`src/rtl/rf_pkg.sv`:
```
// Shared constants for the register-file writeback scheduler.
// Requester indices fix the writeback port order seen by the arbiter.
package rf_pkg;

    localparam int XLEN     = 32;
    localparam int AW       = 5;
    localparam int NUM_REGS = 32;

    localparam int REQ_ALU = 0;
    localparam int REQ_LD  = 1;
    localparam int REQ_MUL = 2;

    function automatic int rr_next(input int k, input int n);
        return (k + 1) % n;
    endfunction

endpackage

```
`src/rtl/regfile_wb_sched_rr_arbiter.sv`:
```
// N-way round-robin arbiter: one-hot grant, pointer moves past the winner.
// Priority starts at the pointer and wraps modulo N.
module rr_arbiter
#(
    parameter int N = 3
) (
    input  logic         clk,
    input  logic         rst_n,
    input  logic [N-1:0] valid,
    output logic [N-1:0] grant
);

    import rf_pkg::*;

    localparam int PW = (N > 1) ? $clog2(N) : 1;

    logic [PW-1:0] ptr;
    logic [PW-1:0] gidx;
    logic [PW-1:0] idx;
    logic          found;

    always_comb begin
        grant = '0;
        gidx  = ptr;
        idx   = '0;
        found = 1'b0;
        for (int i = 0; i < N; i++) begin
            idx = PW'((int'(ptr) + i) % N);
            if (!found && valid[idx]) begin
                found       = 1'b1;
                grant[idx]  = 1'b1;
                gidx        = idx;
            end
        end
    end

    always_ff @(posedge clk or negedge rst_n) begin
        if (!rst_n) begin
            ptr <= '0;
        end else if (found) begin
            ptr <= PW'(rr_next(int'(gidx), N));
        end
    end

endmodule

```
`src/rtl/regfile_wb_sched.sv`:
```
// Writeback scheduler: round-robin access to the regfile write port,
// per-register busy scoreboard, RAW/WAW detection and a sticky error flag.
module regfile_wb_sched
#(
    parameter int N_REQ = 3,
    parameter int XLEN  = rf_pkg::XLEN,
    parameter int AW    = rf_pkg::AW
) (
    input  logic                  clk,
    input  logic                  rst_n,
    input  logic [N_REQ-1:0]      req_valid,
    input  logic [N_REQ*AW-1:0]   req_addr,
    input  logic [N_REQ*XLEN-1:0] req_data,
    output logic [N_REQ-1:0]      req_ready,
    input  logic                  issue_valid,
    input  logic [AW-1:0]         issue_rd,
    output logic                  issue_ready,
    input  logic [AW-1:0]         rs1_addr,
    input  logic [AW-1:0]         rs2_addr,
    output logic                  raw_hazard,
    output logic                  WrEn_RF,
    output logic [AW-1:0]         WAddr_RF,
    output logic [XLEN-1:0]       WD_RF,
    output logic                  wb_err
);

    import rf_pkg::*;

    logic [N_REQ-1:0]    grant;
    logic                gnt_any;
    logic [AW-1:0]       sel_addr;
    logic [XLEN-1:0]     sel_data;
    logic                do_wr;
    logic                bad_wr;
    logic [NUM_REGS-1:0] busy;
    logic [NUM_REGS-1:0] busy_nxt;

    rr_arbiter #(.N(N_REQ)) u_arb (
        .clk   (clk),
        .rst_n (rst_n),
        .valid (req_valid),
        .grant (grant)
    );

    assign req_ready = grant;
    assign gnt_any   = |grant;

    always_comb begin
        sel_addr = '0;
        sel_data = '0;
        for (int i = 0; i < N_REQ; i++) begin
            if (grant[i]) begin
                sel_addr = req_addr[i*AW +: AW];
                sel_data = req_data[i*XLEN +: XLEN];
            end
        end
    end

    // x0 writes are consumed but never reach the regfile
    assign do_wr  = gnt_any && (sel_addr != '0);
    assign bad_wr = do_wr && !busy[sel_addr];

    assign issue_ready = (issue_rd == '0) || !busy[issue_rd];
    assign raw_hazard  = ((rs1_addr != '0) && busy[rs1_addr]) ||
                         ((rs2_addr != '0) && busy[rs2_addr]);

    // clear first so a same-edge issue to the same register wins
    always_comb begin
        busy_nxt = busy;
        if (WrEn_RF) begin
            busy_nxt[WAddr_RF] = 1'b0;
        end
        if (issue_valid && issue_ready && (issue_rd != '0)) begin
            busy_nxt[issue_rd] = 1'b1;
        end
    end

    always_ff @(posedge clk or negedge rst_n) begin
        if (!rst_n) begin
            busy     <= '0;
            WrEn_RF  <= 1'b0;
            WAddr_RF <= '0;
            WD_RF    <= '0;
            wb_err   <= 1'b0;
        end else begin
            busy    <= busy_nxt;
            WrEn_RF <= do_wr;
            if (do_wr) begin
                WAddr_RF <= sel_addr;
                WD_RF    <= sel_data;
            end
            if (bad_wr) begin
                wb_err <= 1'b1;
            end
        end
    end

endmodule
```
`config.mk`:
```
export PLATFORM = sky130hd
export DESIGN_NAME = regfile_wb_sched
export DESIGN_NICKNAME = d
export VERILOG_FILES = /design/src/rtl/rf_pkg.sv /design/src/rtl/regfile_wb_sched_rr_arbiter.sv /design/src/rtl/regfile_wb_sched.sv
export SDC_FILE = /design/constraint.sdc
export NUM_CORES = 1
export LEC_CHECK = 0
export CORE_MARGIN = 1
export CORE_UTILIZATION = 47
export DETAILED_ROUTE_END_ITERATION = 7
export GPL_TIMING_DRIVEN = 0
export MAX_ROUTING_LAYER = met4
export PLACE_DENSITY_LB_ADDON = 0.05
export SLEW_MARGIN = 10
export SYNTH_ARGS = -nofsm -noshare
export SYNTH_HDL_FRONTEND = slang
export SYNTH_SLANG_ARGS = --single-unit
```
`constraint.sdc`:
```
create_clock -name clk -period 4.68 [get_ports clk]
set_input_delay 0.936 -clock clk [delete_from_list [all_inputs] [get_ports clk]]
set_output_delay 0.936 -clock clk [all_outputs]
set_load 0.05 [all_outputs]
```
==> impl_metrics.env <==
export IMPL_fin_ws_ns=0.175
export IMPL_cts_hold_buffers=0
export IMPL_ir_worst_vdd_v=0.000628
export IMPL_antenna_found_initial=0
export IMPL_ys_types=62
export IMPL_min_path_cells=1
export IMPL_finalInstanceArea_sq_mm=0.00755
export IMPL_power_density_mw_per_mm2=866
export IMPL_initial_utilization=0.489
export IMPL_numCtsBuffers=9
export IMPL_grt_pass1_vias=5345
export IMPL_syn_area_sq_mm=0.00534
export IMPL_drc=0
export IMPL_rsz0062_at_grt="no"
export IMPL_path_clk_slew_ns=0.06
export IMPL_grtUsageMet1=0.374
export IMPL_async_flop_share=1.00
export IMPL_finalSetupTns_ns=0
export IMPL_fin_crit_ns=4.50
export IMPL_ant_nets=0
export IMPL_multi_input_area_sq_mm=0.00325
export IMPL_wl_mm=17.1
export IMPL_fmax_mhz=222
export IMPL_skew_ns=0.0111
export IMPL_htreeDepth=3
export IMPL_cp_required_ns=3.74
export IMPL_postPlaceCellArea_sq_mm=0.00724
export IMPL_layout_drive_gt1_share=0.142
export IMPL_die_h_um=109
export IMPL_status="finished, final reports clean"
export IMPL_firstDrtPassIters=6
export IMPL_clock_latency_ns=0.34
export IMPL_drt_initial_drc_count=428
export IMPL_period_share=0.963
export IMPL_start_kind="input pin"
export IMPL_fill_cells=871
export IMPL_use_met2=0.508
export IMPL_leakagePower_nw=3.03
export IMPL_wl_per_cell_um=19.2
export IMPL_relSlewSlack=0.494
export IMPL_finish_utilization=0.690
export IMPL_r2r_setup_slack_ns=0.84
export IMPL_cts_tree="built"
export IMPL_hpwl_mm=13.1
export IMPL_top_usage_layer="met2"
export IMPL_r2r_end="wb_err"
export IMPL_yosysSeqAreaShare=0.342
export IMPL_synth_top_area_frac=0.342
export IMPL_synth_edf_count=0
export IMPL_hold_start="WD_RF[0]"
export IMPL_syn_nets=702
export IMPL_cts_root_buf="clkbuf_16"
export IMPL_gr_total_overflow=0
export IMPL_diodes=0
export IMPL_drv_cap=0
export IMPL_cts_sinks=73
export IMPL_ys_warn_count=0
export IMPL_core_sq_mm=0.0109
export IMPL_grt_usage=0.311
export IMPL_die_x_um=109
export IMPL_nets=884
export IMPL_setup_viol=0
export IMPL_rows=38
export IMPL_critPathLaunch="rs2_addr[1]"
export IMPL_syn_to_final_growth_pct=41.2
export IMPL_grt_max_degree=48
export IMPL_ioPinCount=176
export IMPL_dr_total_vias=5458
export IMPL_gp_congestion=0.973
export IMPL_grt_pass1_wl_mm=27.0
export IMPL_worstHoldEndpoint="WD_RF[0]"
export IMPL_critPathKind="input pin to output port"
export IMPL_crit_fanout=6
export IMPL_vias_per_cell=6.12
export IMPL_synthCells=565
export IMPL_worst_slew_pin_transition_ns=0.756
export IMPL_slew_violations=0
export IMPL_critPathCaptureType="output port"
export IMPL_cp_arrival_ns=3.57
export IMPL_hold_viol=0
export IMPL_ys_ff_latch=73
export IMPL_synthTopCellsByArea="dfrtp_1 (34%), mux4_2 (11%), o21ai_0 (7.4%)"
export IMPL_cts_buffer_depth=2
export IMPL_holdWs_ns=0.513
export IMPL_die_area_sq_mm=0.0118
export IMPL_grt_util_met3=0.0658
export IMPL_hold_path_class="register to register"
export IMPL_synth_flop_cell="dfrtp_1"
export IMPL_regArea_sq_mm=0.00183
export IMPL_port_buffers=170
export IMPL_reg2regPathDepth=14
export IMPL_pre_cts_ws_ns=-0.301
export IMPL_synth_area_leader_cell="dfrtp_1"
export IMPL_rr_startpoint="u_arb.ptr[0]"
export IMPL_syn_area_per_cell_sq_um=9.46
## sequential cells by signal (all words and copies together) (netlist names)
| name | flops |
|---|---|
| WD_RF | 32 |
| u_arb.ptr | 2 |
| WrEn_RF | 1 |
| WAddr_RF | 5 |
| wb_err | 1 |
| busy | 32 |
## per-stage QoR
stage	cells	total power, mW
final	892	6.54
after CTS	892	6.52
after global routing	892	6.94
after floorplan	565	4.57
after global placement	875	5.68
after detailed placement	876	5.80
## final cells by class
type                            count  share of cell area
Clock buffer                        9              0.0298
Buffer                             38              0.0269
Sequential cell                    73               0.242
Clock inverter                      7              0.0113
Timing Repair Buffer              171               0.227
Multi-Input combinational cell    437               0.431
Tap cell                          140              0.0232
Inverter                           17             0.00846
## repair_timing
item                                    in CTS  in global routing
cloned                                       0                  0
gates resized for setup                      5                  5
endpoints found under the setup margin       3                  3
buffers inserted                             0                  0
## worst max-delay path, stage by stage
cell and delay (ns):
clkdlybuf4s50_1 0.70, mux2_2 0.38, nand2_1 0.06, o21ai_0 0.09, mux4_2 0.50, mux2i_1 0.14, nand2_1 0.06, clkdlybuf4s50_1 0.69
## metal layers
| metal | vias up | wire (um) |
|---|---|---|
| li1 | 2486 | - |
| met4 | 0 | 681 |
| met1 | 2585 | 6730 |
| met5 | - | 0 |
| met3 | 56 | 1570 |
| met2 | 331 | 8160 |
## cell families (layout without fill, tap and decap cells)
logic type | after synthesis | in the layout | share of synthesized area
buffers and inverters | 55 | 242 | 0.0496
and+or+nand+nor | 194 | 194 | 0.175
muxes | 79 | 79 | 0.236
AOI/OAI and AO/OA | 159 | 159 | 0.185
adders and majority gates | 5 | 5 | 0.0117
DFF | 73 | 73 | 0.342
## power by group
group / switching [mW] / total, mW / internal [mW]
logic: 2.50 / 4.54 / 2.04
clock network: 0.305 / 0.730 / 0.424
registers: 0.309 / 1.27 / 0.958
total: 3.12 / 6.54 / 3.42
## placed cells by master, fill, tap and decap left out, types with 4 or more instances in the layout
cell type          n
clkdlybuf4s50_1  166
o21ai_0           79
dfrtp_1           73
nand2_1           56
nor2_1            47
nand3_1           44
a31oi_1           36
mux4_2            26
mux2_4            26
clkbuf_1          20
inv_1             15
mux2i_1           15
mux2_2            12
clkbuf_16          9
nor2b_1            7
nand2b_1           7
buf_6              6
nand3b_1           6
buf_2              5
or3_1              5
a211oi_1           5
ha_1               5
a21oi_1            4
o31ai_1            4
buf_1              4
## Yosys cell counts (all sizes together), types with 2 or more instances
library cell,number
a21boi,2
or2,2
a41o,2
mux2i,15
nand3,45
nor2,48
a311oi,2
or3,5
a211o,2
mux2,38
o31ai,4
nand4,3
inv,17
buf,17
clkbuf,21
ha,5
o22ai,3
a31oi,36
a21oi,5
nand3b,6
and3,3
and2,3
nand2b,7
a211oi,5
nand2,56
a221oi,2
mux4,26
nor2b,7
o211ai,2
nor3,3
a21o,2
o21ai,80
dfrtp,73
## worst max-delay path by stage
stage | endpoint
global placement | issue_ready
floorplan | issue_ready
CTS | issue_ready
finish | raw_hazard
detailed placement | issue_ready
global route | req_ready[0]
Power figures use the tool's default switching activity.
==> patch 1, RTL diff (same settings) <==
Register the output `wb_err` once more, with the module's reset; this adds one clock of latency there. The other outputs are not delayed to match.
--- a/src/rtl/regfile_wb_sched.sv
+++ b/src/rtl/regfile_wb_sched.sv
@@ -25,6 +25,8 @@
 );
 
     import rf_pkg::*;
+
+    logic wb_err_s0;
 
     logic [N_REQ-1:0]    grant;
     logic                gnt_any;
@@ -81,7 +83,7 @@
             WrEn_RF  <= 1'b0;
             WAddr_RF <= '0;
             WD_RF    <= '0;
-            wb_err   <= 1'b0;
+            wb_err_s0 <= 1'b0;
         end else begin
             busy    <= busy_nxt;
             WrEn_RF <= do_wr;
@@ -90,9 +92,17 @@
                 WD_RF    <= sel_data;
             end
             if (bad_wr) begin
-                wb_err <= 1'b1;
+                wb_err_s0 <= 1'b1;
             end
         end
     end
 
+    always_ff @(posedge clk or negedge rst_n) begin
+        if (!rst_n) begin
+            wb_err <= '0;
+        end else begin
+            wb_err <= wb_err_s0;
+        end
+    end
+
 endmodule
Check against the original RTL: not equivalent (Yosys sat finds a counterexample within 4 cycles, from zero or initial values and one cycle with rst_n low).
==> patch 1 against the unedited design <==
Wire length grew 4.1%; power shrank 13%; area after synthesis shrank 3.6%; global-route usage grew 1.6 points; worst setup slack lost 60 ps; utilization grew 0.24 points; sequential cell count grew 1; maximum frequency shrank 1.3%; final area shrank 4.0%; critical path type unchanged.
==> patch 1: results (changes against the unedited design) <==
| Metric | Value |
|---|---|
| GRT Total Usage | 32.6% (+1.6 points) |
| PwrDens | 782 nW/um^2 (-9.7%) |
| Place WS | -437 ps (-136 ps) |
| Hold_ws | 413 ps (-100 ps) |
| H-Tree Depth | 3 (unchanged) |
| Worst Setup EP | issue_ready |
| First DRT Iteration DRCs | 488 (+14%) |
| Pin count of the biggest net entering global routing | 40 (-17%) |
| Comb group | 3.94 mW (-13%) |
| DP Cell Count | 901 (+2.9%) |
| Switch Pwr | 2.97 mW (-4.9%) |
| Final HPWL DP | 13.3 mm (+1.8%) |
| Via density | 6.07 (-0.73%) |
| Part of the power in registers | 21.3% (+1.9 points) |
| Placer Congestion | 0.926 (-4.8%) |
| Post-placement cell area | 7050 sq um (-2.7%) |
| First-pass GRT wire length | 27.8 mm (+3.0%) |
| Wirelength, routed | 17.8 mm (+4.1%) |
| Proportion of synthesized chip area in sequential cells | 35.9% (+1.8 points) |
| CP arrival | 3630 ps (+60 ps) |
| Status | complete, no violations |
| Netlist cell types | 55 (-11%) |
| Min-delay src | wb_err_s0$_DFFE_PN0P_ |
| Least-Margin Pin Slew | 792 ps (+36.6 ps) |
| Max IR drop VDD | 0.000519 V (-17%) |
| PostCTS Resize Cnt | 9 (+4) |
| R2r worst-path depth | 17 (+3) |
| Clock latency on the worst-skew pair | 360 ps (+20 ps) |
| RR Endpoint | WD_RF[20]$_DFFE_PN0P_ |
| Synth Instances | 593 (+5.0%) |
| Root buf cell | clkbuf_8 |
| Hold path cells | 0 (-1) |
| Layout cell share with drive strength beyond 1 | 10.8% (-3.5 points) |
| Clock skew | 13.2 ps (+2.15 ps) |
| Hold worst-path end | wb_err$_DFF_PN0_ |
| Net Count, Synth | 730 (+4.0%) |
| Critical path startpoint | issue_rd[0] |
| Crit Path Max Fanout | 10 (+4) |
| Vias post-DR | 5564 (+1.9%) |
| Fillers | 859 (-1.4%) |
| Layout net count | 912 (+3.2%) |
| Most frequent cells after synthesis | 95 x nand2_1, 94 x o21ai_0, 74 x dfrtp_1 |
| Antenna fix cells | 0 (unchanged) |
| I/O Buffers | 171 (+0.59%) |
| Pleak | 2.79 nW (-8.0%) |
| 1st-pass router iterations | 7 (+1) |
| Multi-input gate area in the final layout | 3050 sq um (-6.1%) |
| Ranking of synthesized cells by area | dfrtp_1 36%, mux4_2 12%, o21ai_0 9.1%, nand2_1 6.9%, a21oi_1 6.8% |
| Tmin final | 4560 ps (+60.1 ps) |
==> patch 1: area by class of cell <==
type	count	area share (%)
flip-flops and latches	74	25.6
inverters	9	0.501
well taps	136	2.35
multi-input cells	464	42.1
plain buffers	45	2.90
clock inverters	4	0.708
clock buffers	12	2.00
repair buffers	172	23.8
==> patch 1: logic make-up after synthesis <==
group                      share of synthesized area, %
AOI/OAI and AO/OA                                  23.3
and+or+nand+nor                                    18.1
DFF                                                35.9
buffers and inverters                              4.79
muxes                                              16.6
adders and majority gates                          1.21
==> patch 1: metal layers <==
metal	up-vias	global-route usage [%]	part of all wire (%)
li1	2531	-	-
met3	51	7.54	8.9
met5	-	-	0
met1	2666	39.2	40
met2	316	51.9	48
met4	0	15.8	3.2
==> patch 1: worst max-delay path, stage by stage <==
cell and delay (ps):
clkdlybuf4s50_1 620, clkbuf_2 350, mux4_2 530, nor2b_1 140
a31oi_1 190, o2111ai_1 240, nand2_1 120, clkdlybuf4s15_1 500
==> patch 2, RTL diff (same settings) <==
Made on the original files. The package constant `XLEN` goes from 32 to 24.
--- a/src/rtl/rf_pkg.sv
+++ b/src/rtl/rf_pkg.sv
@@ -2,7 +2,7 @@
 // Requester indices fix the writeback port order seen by the arbiter.
 package rf_pkg;
 
-    localparam int XLEN     = 32;
+    localparam int XLEN     = 24;
     localparam int AW       = 5;
     localparam int NUM_REGS = 32;
 
Interface: changed (resized WD_RF and req_data); port bits go from 176 to 144. The function was not compared with the original's and may differ.
==> patch 2 against the unedited design <==
Area after synthesis decreased by 9.0%; clock skew about the same; cell count decreased by 10%; sequential share of layout area increased by 0.29 points; sequential cell count decreased by 8; first-iteration DRC count decreased by 22%; synthesized cell count decreased by 9.4%; wire length decreased by 11%; power decreased by 15%; sequential power decreased by 13%; register-to-register slack got worse by 30 ps; worst setup slack improved by 14 ps; largest power group unchanged; final area decreased by 12%.
==> patch 2: results (changes against the unedited design) <==
| Metric | Value |
|---|---|
| Root buf cell | clkbuf_8 |
| I/O Buffers | 138 (-19%) |
| Met1 Resource Use GR | 37.6% (+0.24 points) |
| Synth Instances | 512 (-9.4%) |
| Max Clk Rate | 223 MHz (+0.31%) |
| First DRT Iteration DRCs | 333 (-22%) |
| Netlist cell types | 66 (+6.5%) |
| Placer Congestion | 0.948 (-2.6%) |
| Status | complete, no violations |
| Register area | 1630 sq um (-11%) |
| #MultiIn Comb | 402 (-8.0%) |
| Crit Path Max Fanout | 10 (+4) |
| CLK BUF | 11 (+2) |
| R2R Setup Slk | 810 ps (-30 ps) |
| Pin count of the biggest net entering global routing | 66 (+38%) |
| Proportion of synthesized chip area in sequential cells | 33.4% (-0.75 points) |
| Clock latency on the worst-skew pair | 370 ps (+30 ps) |
| Most frequent cells after synthesis | 78 x o21ai_0, 65 x dfrtp_1, 51 x nand2_1 |
| Vias in the first global route | 4743 (-11%) |
| Worst Setup EP | issue_ready |
| ClkCell Share | 3.19% (-0.93 points) |
| Multi-input combinational area share | 45.3% (+2.2 points) |
| Post-placement cell area | 6440 sq um (-11%) |
| Reg2reg start | u_arb.ptr[1]$_DFFE_PN0P_ |
| Design area | 6640 sq um (-12%) |
| Adder-Cell Fraction of Synth Area | 1.29% (+0.12 points) |
| Non-clock buffers | 173 (-17%) |
| Signal inverters | 11 (-6) |
| Worst rel slew slack | 47.1% (-2.3 points) |
| 1st-pass router iterations | 5 (-1) |
| Ranking of synthesized cells by area | dfrtp_1 33%, mux4_2 12%, o21ai_0 8.0%, mux2_4 4.9%, a31oi_1 4.0% |
| R2r worst-path depth | 13 (-1) |
| Final HPWL DP | 11.4 mm (-13%) |
| Wirelength, routed | 15.2 mm (-11%) |
| First-pass GRT wire length | 24.6 mm (-8.9%) |
| Met3 Usage GRT | 9.06% (+2.5 points) |
| Net Count, Synth | 625 (-11%) |
| Clock skew | 11.3 ps (+0.208 ps) |
| Mux contribution to synthesized area | 23.3% (-0.30 points) |
| Fillers | 805 (-7.6%) |
| CP arrival | 3550 ps (-20 ps) |
| NonClk Buf Share | 23.9% (-1.5 points) |
| Hold_ws | 508 ps (-5.53 ps) |
| Pleak | 2.61 nW (-14%) |
| Met2 global-route usage | 47.7% (-3.1 points) |
| RR Endpoint | WD_RF[15]$_DFFE_PN0P_ |
| Post-synthesis compound-gate area fraction | 19.3% (+0.80 points) |
## patch 2: cell types whose count changed after synthesis, sizes merged, moves of 5 or more
cell	before	now
nand3	45	36
dfrtp	73	65
mux2	38	30
nor2	48	40
inv	17	11
a31oi	36	31
nand2	56	51
## patch 2: routing by layer
layer | share of wire (%) | wire (microns)
met4 | 1.9 | 290
met3 | 7.9 | 1200
met2 | 49 | 7400
met1 | 42 | 6310
met5 | 0 | 0
## patch 2: how the worst min path moves through the flow
stage                            startpoint  cells past startpoint           endpoint
after floorplan           busy[0]$_DFF_PN0_                      1  busy[0]$_DFF_PN0_
after global placement    busy[0]$_DFF_PN0_                      1  busy[0]$_DFF_PN0_
after detailed placement  busy[0]$_DFF_PN0_                      1  busy[0]$_DFF_PN0_
after CTS                 busy[0]$_DFF_PN0_                      1  busy[0]$_DFF_PN0_
after global routing      busy[0]$_DFF_PN0_                      1  busy[0]$_DFF_PN0_
final                     busy[0]$_DFF_PN0_                      1  busy[0]$_DFF_PN0_
## patch 2: power breakdown
part	internal [mW]	total (mW)	switching, mW	leakage (nW)
registers	0.848	1.11	0.261	0.782
logic	1.74	3.92	2.18	1.72
clock network	0.278	0.528	0.250	0.106
total	2.86	5.56	2.70	2.61
## patch 2: what timing repair did
action / in CTS / in global routing
pin swaps: 0 / 0
resized for setup: 4 / 5
setup endpoints to repair: 3 / 3
## patch 2: cell families after synthesis
logic type | Yosys count
AO/OA/AOI/OAI | 151
AND/OR/NAND/NOR | 175
buffers and inverters | 45
multiplexers | 71
flip-flops | 65
adder cells (fa/ha/maj) | 5
## patch 2: critical path, stage by stage
cell and delay (ps):
clkdlybuf4s50_1 600, clkbuf_2 340, mux4_2 530, nor2b_1 140, a31oi_1 150, o2111ai_1 240, nand2_1 120, clkdlybuf4s15_1 500
